`src/rtl/text_render_if.sv`:
```
// text_render_if
// Pixel stream and external memory signals of the text renderer.
// The upstream tile-decode stage, the text RAM and the font ROM sit on the
// master side; text_render sits on the slave side.
//
// Signals (directions seen from the slave / renderer):
//   in_tile_num    in   tile index of current pixel (text RAM address)
//   in_tile_pix_x  in   column inside tile
//   in_tile_pix_y  in   row inside tile
//   in_de          in   display enable
//   in_hsync       in   horizontal sync
//   in_vsync       in   vertical sync
//   in_fg, in_bg   in   foreground / background colour
//   in_cursor_num  in   cursor tile (only used by the cursor build)
//   out_text_addr  out  text RAM read address
//   in_text_data   in   text RAM data, one cycle after the address
//   out_font_addr  out  font ROM read address
//   in_font_data   in   glyph row, one cycle after the address, MSB leftmost
//   out_pixel      out  output colour
//   out_de         out  delayed display enable
//   out_hsync      out  delayed horizontal sync
//   out_vsync      out  delayed vertical sync
interface text_render_if #(
  parameter int TILE_WIDTH     = 16,
  parameter int TILE_HEIGHT    = 24,
  parameter int TILE_NUM_BITS  = 12,
  parameter int CHAR_BITS      = 8,
  parameter int COLOUR_BITS    = 24,
  parameter int FONT_ADDR_BITS = $clog2((32'd1 << CHAR_BITS) * TILE_HEIGHT)
);
  localparam int PIX_X_BITS = $clog2(TILE_WIDTH);
  localparam int PIX_Y_BITS = $clog2(TILE_HEIGHT);

  logic [TILE_NUM_BITS-1:0]  in_tile_num;
  logic [PIX_X_BITS-1:0]     in_tile_pix_x;
  logic [PIX_Y_BITS-1:0]     in_tile_pix_y;
  logic                      in_de;
  logic                      in_hsync;
  logic                      in_vsync;
  logic [COLOUR_BITS-1:0]    in_fg;
  logic [COLOUR_BITS-1:0]    in_bg;
  logic [TILE_NUM_BITS-1:0]  in_cursor_num;
  logic [TILE_NUM_BITS-1:0]  out_text_addr;
  logic [CHAR_BITS-1:0]      in_text_data;
  logic [FONT_ADDR_BITS-1:0] out_font_addr;
  logic [TILE_WIDTH-1:0]     in_font_data;
  logic [COLOUR_BITS-1:0]    out_pixel;
  logic                      out_de;
  logic                      out_hsync;
  logic                      out_vsync;

  modport master (
    output in_tile_num, in_tile_pix_x, in_tile_pix_y, in_de, in_hsync, in_vsync,
    output in_fg, in_bg, in_cursor_num, in_text_data, in_font_data,
    input  out_text_addr, out_font_addr, out_pixel, out_de, out_hsync, out_vsync
  );

  modport slave (
    input  in_tile_num, in_tile_pix_x, in_tile_pix_y, in_de, in_hsync, in_vsync,
    input  in_fg, in_bg, in_cursor_num, in_text_data, in_font_data,
    output out_text_addr, out_font_addr, out_pixel, out_de, out_hsync, out_vsync
  );
endinterface

```
`src/rtl/text_render.sv`:
```
// text_render
// Three-stage pixel pipeline for a character display: tile number -> text RAM
// character code -> font ROM glyph row -> glyph bit -> foreground/background
// colour. Enable and syncs travel with the pixel so everything leaves
// together, three in_clk cycles after it entered.
//
// Ports:
//   in_clk    pixel clock
//   in_rst_n  asynchronous active-low reset, clears every pipeline register
//   vid       text_render_if.slave: pixel stream in/out plus text RAM and
//             font ROM address/data (both memories have a 1-cycle read latency)
//
// Build option: define TEXT_RENDER_CURSOR_EN to add a blinking block cursor.
// A frame counter advances on every rising edge of in_vsync; every
// BLINK_FRAMES frames the blink phase toggles, and while the phase is set the
// tile matching in_cursor_num is drawn with fg/bg swapped. Without the macro
// in_cursor_num is ignored and no counter exists.
module text_render #(
  parameter int TILE_WIDTH     = 16,
  parameter int TILE_HEIGHT    = 24,
  parameter int TILE_NUM_BITS  = 12,
  parameter int CHAR_BITS      = 8,
  parameter int COLOUR_BITS    = 24,
  parameter int BLINK_FRAMES   = 30,
  parameter int FONT_ADDR_BITS = $clog2((32'd1 << CHAR_BITS) * TILE_HEIGHT)
) (
  input  logic         in_clk,
  input  logic         in_rst_n,
  text_render_if.slave vid
);

  localparam int PIX_X_BITS = $clog2(TILE_WIDTH);
  localparam int PIX_Y_BITS = $clog2(TILE_HEIGHT);

  // Picks the glyph bit for column x; MSB of the row is the leftmost pixel.
  // Built as a compare-per-column mux so a column outside the glyph
  // selects nothing and yields 0 instead of indexing off the row.
  function automatic logic glyph_bit(
    input logic [TILE_WIDTH-1:0] row,
    input logic [PIX_X_BITS-1:0] x
  );
    logic b;
    b = 1'b0;
    for (int i = 0; i < TILE_WIDTH; i++) begin
      if (int'(x) == (TILE_WIDTH - 1 - i)) begin
        b = row[i];
      end else begin
        b = b;
      end
    end
    return b;
  endfunction

  // Stage 1 registers
  logic [PIX_X_BITS-1:0]     pix_x_s1_r;
  logic [PIX_Y_BITS-1:0]     pix_y_s1_r;
  logic                      de_s1_r;
  logic                      hsync_s1_r;
  logic                      vsync_s1_r;
  logic [TILE_NUM_BITS-1:0]  tile_num_s1_r;

  // Stage 2 registers
  logic [PIX_X_BITS-1:0]     pix_x_s2_r;
  logic                      de_s2_r;
  logic                      hsync_s2_r;
  logic                      vsync_s2_r;

  // Output registers
  logic [COLOUR_BITS-1:0]    pixel_r;
  logic                      de_r;
  logic                      hsync_r;
  logic                      vsync_r;

  logic [FONT_ADDR_BITS-1:0] font_addr_s;
  logic                      glyph_bit_s;
  logic                      invert_s;

  // Stage 0: the text RAM is addressed straight from the incoming tile.
  assign vid.out_text_addr = vid.in_tile_num;

  // Stage 1: each character owns TILE_HEIGHT consecutive font rows. The
  // product is formed at full font-address width so no code is truncated.
  assign font_addr_s = FONT_ADDR_BITS'(vid.in_text_data) * FONT_ADDR_BITS'(TILE_HEIGHT)
                     + FONT_ADDR_BITS'(pix_y_s1_r);
  assign vid.out_font_addr = font_addr_s;

  // Stage 2: glyph row has arrived, pick the pixel's bit.
  assign glyph_bit_s = glyph_bit(vid.in_font_data, pix_x_s2_r);

  // Stage 1 capture: pixel position, timing and tile alongside the RAM read.
  always_ff @(posedge in_clk or negedge in_rst_n) begin
    if (!in_rst_n) begin
      pix_x_s1_r    <= '0;
      pix_y_s1_r    <= '0;
      de_s1_r       <= 1'b0;
      hsync_s1_r    <= 1'b0;
      vsync_s1_r    <= 1'b0;
      tile_num_s1_r <= '0;
    end else begin
      pix_x_s1_r    <= vid.in_tile_pix_x;
      pix_y_s1_r    <= vid.in_tile_pix_y;
      de_s1_r       <= vid.in_de;
      hsync_s1_r    <= vid.in_hsync;
      vsync_s1_r    <= vid.in_vsync;
      tile_num_s1_r <= vid.in_tile_num;
    end
  end

  // Stage 2 capture: column and timing alongside the font ROM read.
  always_ff @(posedge in_clk or negedge in_rst_n) begin
    if (!in_rst_n) begin
      pix_x_s2_r <= '0;
      de_s2_r    <= 1'b0;
      hsync_s2_r <= 1'b0;
      vsync_s2_r <= 1'b0;
    end else begin
      pix_x_s2_r <= pix_x_s1_r;
      de_s2_r    <= de_s1_r;
      hsync_s2_r <= hsync_s1_r;
      vsync_s2_r <= vsync_s1_r;
    end
  end

`ifdef TEXT_RENDER_CURSOR_EN
  localparam int BLINK_BITS = (BLINK_FRAMES > 1) ? $clog2(BLINK_FRAMES) : 1;

  logic [BLINK_BITS-1:0] frame_cnt_r;
  logic                  phase_r;
  logic                  vsync_prev_r;
  logic                  cursor_s1_s;
  logic                  cursor_s2_r;
  logic                  vsync_rise_s;

  assign cursor_s1_s  = (tile_num_s1_r == vid.in_cursor_num);
  assign vsync_rise_s = vid.in_vsync & ~vsync_prev_r;
  assign invert_s     = cursor_s2_r & phase_r;

  // Blink timebase: count frames on vsync rising edges, toggle phase on wrap.
  always_ff @(posedge in_clk or negedge in_rst_n) begin
    if (!in_rst_n) begin
      frame_cnt_r  <= '0;
      phase_r      <= 1'b0;
      vsync_prev_r <= 1'b0;
    end else begin
      vsync_prev_r <= vid.in_vsync;
      if (vsync_rise_s) begin
        if (frame_cnt_r == BLINK_BITS'(BLINK_FRAMES - 1)) begin
          frame_cnt_r <= '0;
          phase_r     <= ~phase_r;
        end else begin
          frame_cnt_r <= frame_cnt_r + BLINK_BITS'(1);
        end
      end else begin
        frame_cnt_r <= frame_cnt_r;
      end
    end
  end

  // Cursor flag travels with its pixel from stage 1 into stage 2.
  always_ff @(posedge in_clk or negedge in_rst_n) begin
    if (!in_rst_n) begin
      cursor_s2_r <= 1'b0;
    end else begin
      cursor_s2_r <= cursor_s1_s;
    end
  end
`else
  localparam int unused_blink_frames_lp = BLINK_FRAMES;

  logic unused_s;

  assign invert_s = 1'b0;
  assign unused_s = ^{vid.in_cursor_num, tile_num_s1_r};
`endif

  // Output stage: colour select (blanked outside the active area) and
  // the final copy of enable and syncs.
  always_ff @(posedge in_clk or negedge in_rst_n) begin
    if (!in_rst_n) begin
      pixel_r <= '0;
      de_r    <= 1'b0;
      hsync_r <= 1'b0;
      vsync_r <= 1'b0;
    end else begin
      de_r    <= de_s2_r;
      hsync_r <= hsync_s2_r;
      vsync_r <= vsync_s2_r;
      if (!de_s2_r) begin
        pixel_r <= '0;
      end else if (glyph_bit_s ^ invert_s) begin
        pixel_r <= vid.in_fg;
      end else begin
        pixel_r <= vid.in_bg;
      end
    end
  end

  assign vid.out_pixel = pixel_r;
  assign vid.out_de    = de_r;
  assign vid.out_hsync = hsync_r;
  assign vid.out_vsync = vsync_r;

endmodule
```
`src/flat_wrapper.sv`:
```
// flat-port wrapper written by rule: the top's interface ports become plain ports
module text_render_flat 
#(
  parameter int TILE_WIDTH     = 16,
  parameter int TILE_HEIGHT    = 24,
  parameter int TILE_NUM_BITS  = 12,
  parameter int CHAR_BITS      = 8,
  parameter int COLOUR_BITS    = 24,
  parameter int BLINK_FRAMES   = 30,
  parameter int FONT_ADDR_BITS = $clog2((32'd1 << CHAR_BITS) * TILE_HEIGHT)
)
  (in_clk, in_rst_n, vid_in_tile_num, vid_in_tile_pix_x, vid_in_tile_pix_y, vid_in_de, vid_in_hsync, vid_in_vsync, vid_in_fg, vid_in_bg, vid_in_cursor_num, vid_in_text_data, vid_in_font_data, vid_out_text_addr, vid_out_font_addr, vid_out_pixel, vid_out_de, vid_out_hsync, vid_out_vsync);
  text_render_if #(.TILE_WIDTH(TILE_WIDTH), .TILE_HEIGHT(TILE_HEIGHT), .TILE_NUM_BITS(TILE_NUM_BITS), .CHAR_BITS(CHAR_BITS), .COLOUR_BITS(COLOUR_BITS), .FONT_ADDR_BITS(FONT_ADDR_BITS)) vid_i ();
  input  logic in_clk;
  input  logic in_rst_n;
  input wire logic [$bits(vid_i.in_tile_num)-1:0] vid_in_tile_num;
  input wire logic [$bits(vid_i.in_tile_pix_x)-1:0] vid_in_tile_pix_x;
  input wire logic [$bits(vid_i.in_tile_pix_y)-1:0] vid_in_tile_pix_y;
  input wire logic [$bits(vid_i.in_de)-1:0] vid_in_de;
  input wire logic [$bits(vid_i.in_hsync)-1:0] vid_in_hsync;
  input wire logic [$bits(vid_i.in_vsync)-1:0] vid_in_vsync;
  input wire logic [$bits(vid_i.in_fg)-1:0] vid_in_fg;
  input wire logic [$bits(vid_i.in_bg)-1:0] vid_in_bg;
  input wire logic [$bits(vid_i.in_cursor_num)-1:0] vid_in_cursor_num;
  input wire logic [$bits(vid_i.in_text_data)-1:0] vid_in_text_data;
  input wire logic [$bits(vid_i.in_font_data)-1:0] vid_in_font_data;
  output wire logic [$bits(vid_i.out_text_addr)-1:0] vid_out_text_addr;
  output wire logic [$bits(vid_i.out_font_addr)-1:0] vid_out_font_addr;
  output wire logic [$bits(vid_i.out_pixel)-1:0] vid_out_pixel;
  output wire logic [$bits(vid_i.out_de)-1:0] vid_out_de;
  output wire logic [$bits(vid_i.out_hsync)-1:0] vid_out_hsync;
  output wire logic [$bits(vid_i.out_vsync)-1:0] vid_out_vsync;
  assign vid_i.in_tile_num = vid_in_tile_num;
  assign vid_i.in_tile_pix_x = vid_in_tile_pix_x;
  assign vid_i.in_tile_pix_y = vid_in_tile_pix_y;
  assign vid_i.in_de = vid_in_de;
  assign vid_i.in_hsync = vid_in_hsync;
  assign vid_i.in_vsync = vid_in_vsync;
  assign vid_i.in_fg = vid_in_fg;
  assign vid_i.in_bg = vid_in_bg;
  assign vid_i.in_cursor_num = vid_in_cursor_num;
  assign vid_i.in_text_data = vid_in_text_data;
  assign vid_i.in_font_data = vid_in_font_data;
  assign vid_out_text_addr = vid_i.out_text_addr;
  assign vid_out_font_addr = vid_i.out_font_addr;
  assign vid_out_pixel = vid_i.out_pixel;
  assign vid_out_de = vid_i.out_de;
  assign vid_out_hsync = vid_i.out_hsync;
  assign vid_out_vsync = vid_i.out_vsync;
  text_render #(.TILE_WIDTH(TILE_WIDTH), .TILE_HEIGHT(TILE_HEIGHT), .TILE_NUM_BITS(TILE_NUM_BITS), .CHAR_BITS(CHAR_BITS), .COLOUR_BITS(COLOUR_BITS), .BLINK_FRAMES(BLINK_FRAMES), .FONT_ADDR_BITS(FONT_ADDR_BITS)) u_core (.in_clk(in_clk), .in_rst_n(in_rst_n), .vid(vid_i));
endmodule
```
`config.mk`:
```
export PLATFORM = sky130hd
export DESIGN_NAME = text_render_flat
export DESIGN_NICKNAME = d
export VERILOG_FILES = /design/src/rtl/text_render_if.sv /design/src/rtl/text_render.sv /design/src/flat_wrapper.sv
export SDC_FILE = /design/constraint.sdc
export NUM_CORES = 1
export LEC_CHECK = 0
export ABC_AREA = 0
export CORE_UTILIZATION = 39
export DETAILED_ROUTE_END_ITERATION = 12
export PLACE_DENSITY = 0.85
export SKIP_CTS_REPAIR_TIMING = 1
export SLEW_MARGIN = 20
export SYNTH_ARGS = -nofsm -noshare
export SYNTH_HDL_FRONTEND = slang
export SYNTH_SLANG_ARGS = --single-unit
```
`constraint.sdc`:
```
create_clock -name in_clk -period 7.1 [get_ports in_clk]
set_input_delay 1.42 -clock in_clk [delete_from_list [all_inputs] [get_ports in_clk]]
set_output_delay 1.42 -clock in_clk [all_outputs]
set_load 0.1 [all_outputs]
```
### Word level (Yosys, flattened, before mapping)

Cells that the tools add are included.

| storage, ports and cells | value |
|---|---|
| bits in registers | 46 |
| input bits | 110 |
| output and inout port bits | 52 |
| logic and storage cells | 49 |

| cells by class | value |
|---|---|
| $add $sub $neg | 1 |
| multiply operators | 1 |
| equality and inequality tests | 15 |
| mux-type cells | 18 |
| reductions and logical operators | 1 |

Operators with widths:

| cell | number |
|---|---|
| $mux W24 | 2 |
| $eq A4 B4 Y1 const B | 8 |
| $eq A4 B3 Y1 const B | 4 |
| $mux W1 | 16 |
| $add A13 B5 Y13 | 1 |
| $mul A8 B2 Y10 const B | 1 |
| $eq A4 B2 Y1 const B | 2 |
| $eq A4 B1 Y1 const B | 1 |
| $logic_not A4 Y1 | 1 |

### Depth between registers and ports, before layout

| depth | value |
|---|---|
| word-level depth | 19 |
| gate-level depth with buffers | 7 |
| mapped depth without buffers | 7 |

### Worst setup path before layout

No wires, ideal clock.

| timing | value |
|---|---|
| path type | in2out |
| from | in vid_in_text_data[0] |
| to | out vid_out_font_addr[12] |
| arrival | 4,449 ps |
| required time | 5,680 ps |
| setup slack | 1,231 ps |
| stages on the path | 6 |
| buffers on the path | 0 |
| path through | ha_1 > fa_1 > xor2_1 > nor4b_1 > o2111ai_1 > mux2i_1 |

| between the ends | value |
|---|---|
| word-level cells in the longest chain between the ends | 2 |

Ends and longest elaborated chain:

| element | line | RTL |
|---|---|---|
| from (decl) | flat_wrapper.sv:25 | `input wire logic [$bits(vid_i.in_text_data)-1:0] vid_in_text_data;` |
| $mul A8 B2 Y10 | text_render.sv:83 | `assign font_addr_s = FONT_ADDR_BITS'(vid.in_text_data) * FONT_ADDR_BITS'(TILE_HEIGHT)` |
| $add A13 B5 Y13 | text_render.sv:84 | `+ FONT_ADDR_BITS'(pix_y_s1_r);` |
| to (decl) | flat_wrapper.sv:28 | `output wire logic [$bits(vid_i.out_font_addr)-1:0] vid_out_font_addr;` |

Every way passes these cells.

### Final worst setup path

| timing | value |
|---|---|
| from | in vid_in_text_data[1] |
| to | out vid_out_font_addr[7] |

Same word-level chain as after synthesis.

==> out/results.md <==
## Global routing
* **met1 usage in global routing** 0.193
* **residual overflow from global routing** 0
* **first-pass GRT wire length** 9050 microns
* **pin count of the biggest net entering global routing** 49
* **Total Routing Usage GR** 0.185
* **number of global-route vias before repair** 2024
* **GRT Max-Usage Layer** met2
* **GR Util met2** 0.342
* **number of antenna violations at the first check in global routing** 0
* **met3 Resource Use GR** 0.0580

## Synth
* **commonest cells in the netlist** sky130_fd_sc_hd__dfrtp_1, sky130_fd_sc_hd__nand2_1, sky130_fd_sc_hd__nand3_1
* **synthesis warning total** 0
* **instance count of the mapped netlist** 226
* **Mapped Area** 2410 sq um
* **Synth Flop Type** sky130_fd_sc_hd__dfrtp_1
* **post-synthesis cell type with the largest combined area** sky130_fd_sc_hd__dfrtp_1
* **number of synthesized register bits** 46
* **nets in the synthesized netlist** 348
* **most common cell in the synthesized netlist** sky130_fd_sc_hd__dfrtp_1
* **Synth area leaders** sky130_fd_sc_hd__dfrtp_1, sky130_fd_sc_hd__nand3_1, sky130_fd_sc_hd__ha_1
* **count of cell types in the netlist** 43
* **post-synthesis async set-or-reset flop share** 1.00
* **Seq/Total Area, Yosys** 0.477
* **fraction of synthesized cell area taken by the top area cell type** 0.477
* **Post-synth EDFFs** 0
* **synthesized area per cell** 10.7 sq um

## Critical path
* **arrival time at the worst endpoint** 4430 ps
* **kind of critical path** in -> out
* **Crit. End Element** output pin
* **type of origin of the critical path** primary input
* **register-to-register setup slack** 4710 ps
* **critical path peak fanout** 3
* **Crit path required time** 5680 ps
* **cell depth of the worst flop-to-flop path** 4

## Place
* **number of buffers inserted by port buffering** 125
* **routability congestion estimate from global placement** 0.911
* **Placement Cell Area** 3570 sq um
* **Detailed Place HPWL** 4490 microns

## Timing
* **final period demand of the worst path** 5850 ps
* **total count of max-transition violations in the final report** 0
* **final clock period utilization by the worst path** 0.824
* **total negative slack** 0 ps
* **Max Clk Rate** 171 MHz
* **unrepaired setup endpoints after global routing** no
* **worst clock skew** 5.95 ps
* **worst-case headroom to the max-slew limit** 0.328
* **setup violation total in the final timing report** 0
* **slew at the pin closest to its max-slew limit** 1010 ps
* **Final Hold Fails** 0

## Floorplanning
* **Die Wd** 80.7 microns
* **IO Pins** 162
* **Cell Rows** 28
* **Initial Util** 0.405
* **Die Footprint** 6510 sq um
* **height of the die** 80.7 microns
* **area of the core region** 5960 sq um

## Routing
* **via count of the routed design** 2048
* **remaining antenna violation count** 0
* **routed via count divided by cell count** 5.03
* **final WL** 5590 microns
* **initial drt markers** 87
* **DRC** 0
* **final routed wire length divided by cell count** 13.7 microns
* **number of search-and-repair iterations in the first detailed-routing pass** 4

## Layout
* **Nets** 454
* **n_diodes** 0
* **area of the multi-input gates** 1060 sq um
* **final design instance area without fill** 3680 sq um
* **filler instances** 497
* **register area** 1150 sq um
* **synthesis-to-layout area growth** 52.5%
* **share of layout cells above drive strength 1** 0.0693

## Clocking
* **number of H-tree levels** 2
* **clock-pin slew reported for the worst setup and hold paths after clock tree synthesis** 70 ps
* **clock buffer depth** 2
* **number of clock buffers inserted by TritonCTS** 5
* **clock tree root driver cell** sky130_fd_sc_hd__clkbuf_8
* **TritonCTS clock tree** yes
* **clock latency on the worst-skew pair** 290 ps
* **number of sinks handled by clock tree synthesis** 46

## Status
* **result of the run** complete, no violations

## Run
* **count of maximum capacitance violations** 0

## Power and ir drop
* **power per cell area** 244 nW/um^2
* **Peak VDD IR** 0.178 mV
* **total power after layout** 0.899 mW
* **leak pwr** 1.57 nW

## Worst hold path
* **hold path cells** 0
* **Min-Delay Path Class** reg -> reg

cell type report:
| cell class | instances | area share |
|---|---|---|
| Clock buffer | 6 | 0.0224 |
| Clock inverter | 1 | 0.00816 |
| Inverter | 5 | 0.00510 |
| Multi-Input combinational cell | 148 | 0.288 |
| Sequential cell | 46 | 0.313 |
| Tap cell | 75 | 0.0255 |
| Timing Repair Buffer | 126 | 0.338 |
power by group:
part	switching, mW	total [mW]	internal (mW)
clock network	0.0786	0.191	0.113
logic	0.294	0.417	0.123
registers	0.00762	0.291	0.283
path summary, 6_finish.rpt:
check	end	start
max reg2reg	u_core.vid.out_pixel[4]	u_core.pix_x_s2_r[0]
max	vid_out_font_addr[7]	vid_in_text_data[1]
min in group asynchronous	u_core.pix_x_s2_r[1]	in_rst_n
min reg2reg	u_core.pix_x_s2_r[3]	u_core.pix_x_s1_r[3]
max in group asynchronous	u_core.vid.out_pixel[19]	in_rst_n
min	u_core.pix_x_s2_r[3]	u_core.pix_x_s1_r[3]
layer usage:
layer	part of all wire	up-vias
met5	0	-
met4	0.024	0
met3	0.070	13
met2	0.53	86
met1	0.37	941
li1	-	1008
critical path, stage by stage:
cell                              delay, ps
sky130_fd_sc_hd__clkdlybuf4s50_1        490
sky130_fd_sc_hd__ha_1                   260
sky130_fd_sc_hd__fa_1                   420
sky130_fd_sc_hd__xor2_1                 290
sky130_fd_sc_hd__and3_1                 260
sky130_fd_sc_hd__xor2_1                 140
sky130_fd_sc_hd__clkdlybuf4s50_1       1140
cells in the final DEF, fill, tap and decap left out, types with 4 or more instances in the layout:
cell,count
sky130_fd_sc_hd__o21ai_0,7
sky130_fd_sc_hd__clkbuf_8,6
sky130_fd_sc_hd__nand2_1,27
sky130_fd_sc_hd__nand3_1,26
sky130_fd_sc_hd__clkdlybuf4s50_1,119
sky130_fd_sc_hd__o21ai_2,4
sky130_fd_sc_hd__a21oi_1,5
sky130_fd_sc_hd__nor2_1,6
sky130_fd_sc_hd__mux4_1,4
sky130_fd_sc_hd__o21ai_1,16
sky130_fd_sc_hd__xor2_1,7
sky130_fd_sc_hd__inv_1,5
sky130_fd_sc_hd__buf_4,7
sky130_fd_sc_hd__ha_1,10
sky130_fd_sc_hd__dfrtp_1,46
sequential cells by signal, summed over array words and instances (netlist names), 4 cells and up:
register,count
u_core.vid.out_pixel,24
u_core.pix_y_s1_r,5
u_core.pix_x_s1_r,4
u_core.pix_x_s2_r,4
kinds of logic (layout without fill, tap and decap cells):
logic type,after synthesis,count (layout),share of synthesized area
multiplexers,7,7,0.0612
buffers and inverters,32,138,0.0835
flip-flops,46,46,0.477
AO/OA/AOI/OAI,48,48,0.133
adder cells (fa/ha/maj),12,12,0.0684
AND/OR/NAND/NOR,72,72,0.144
XOR/XNOR,9,9,0.0327
stage by stage:
| step | worst slack (ps) | utilization | instances | hold slack, ps |
|---|---|---|---|---|
| 2_1_floorplan | 1230 | - | 226 | 331 |
| 3_3_place_gp | 1330 | 0.599 | 400 | 332 |
| 3_5_place_dp | 1280 | 0.599 | 400 | 335 |
| 4_1_cts | 1270 | 0.618 | 407 | 353 |
| 5_1_grt | 1110 | 0.618 | 407 | 368 |
| 6_report | 1250 | 0.618 | 407 | 352 |
Power figures use the tool's default switching activity.
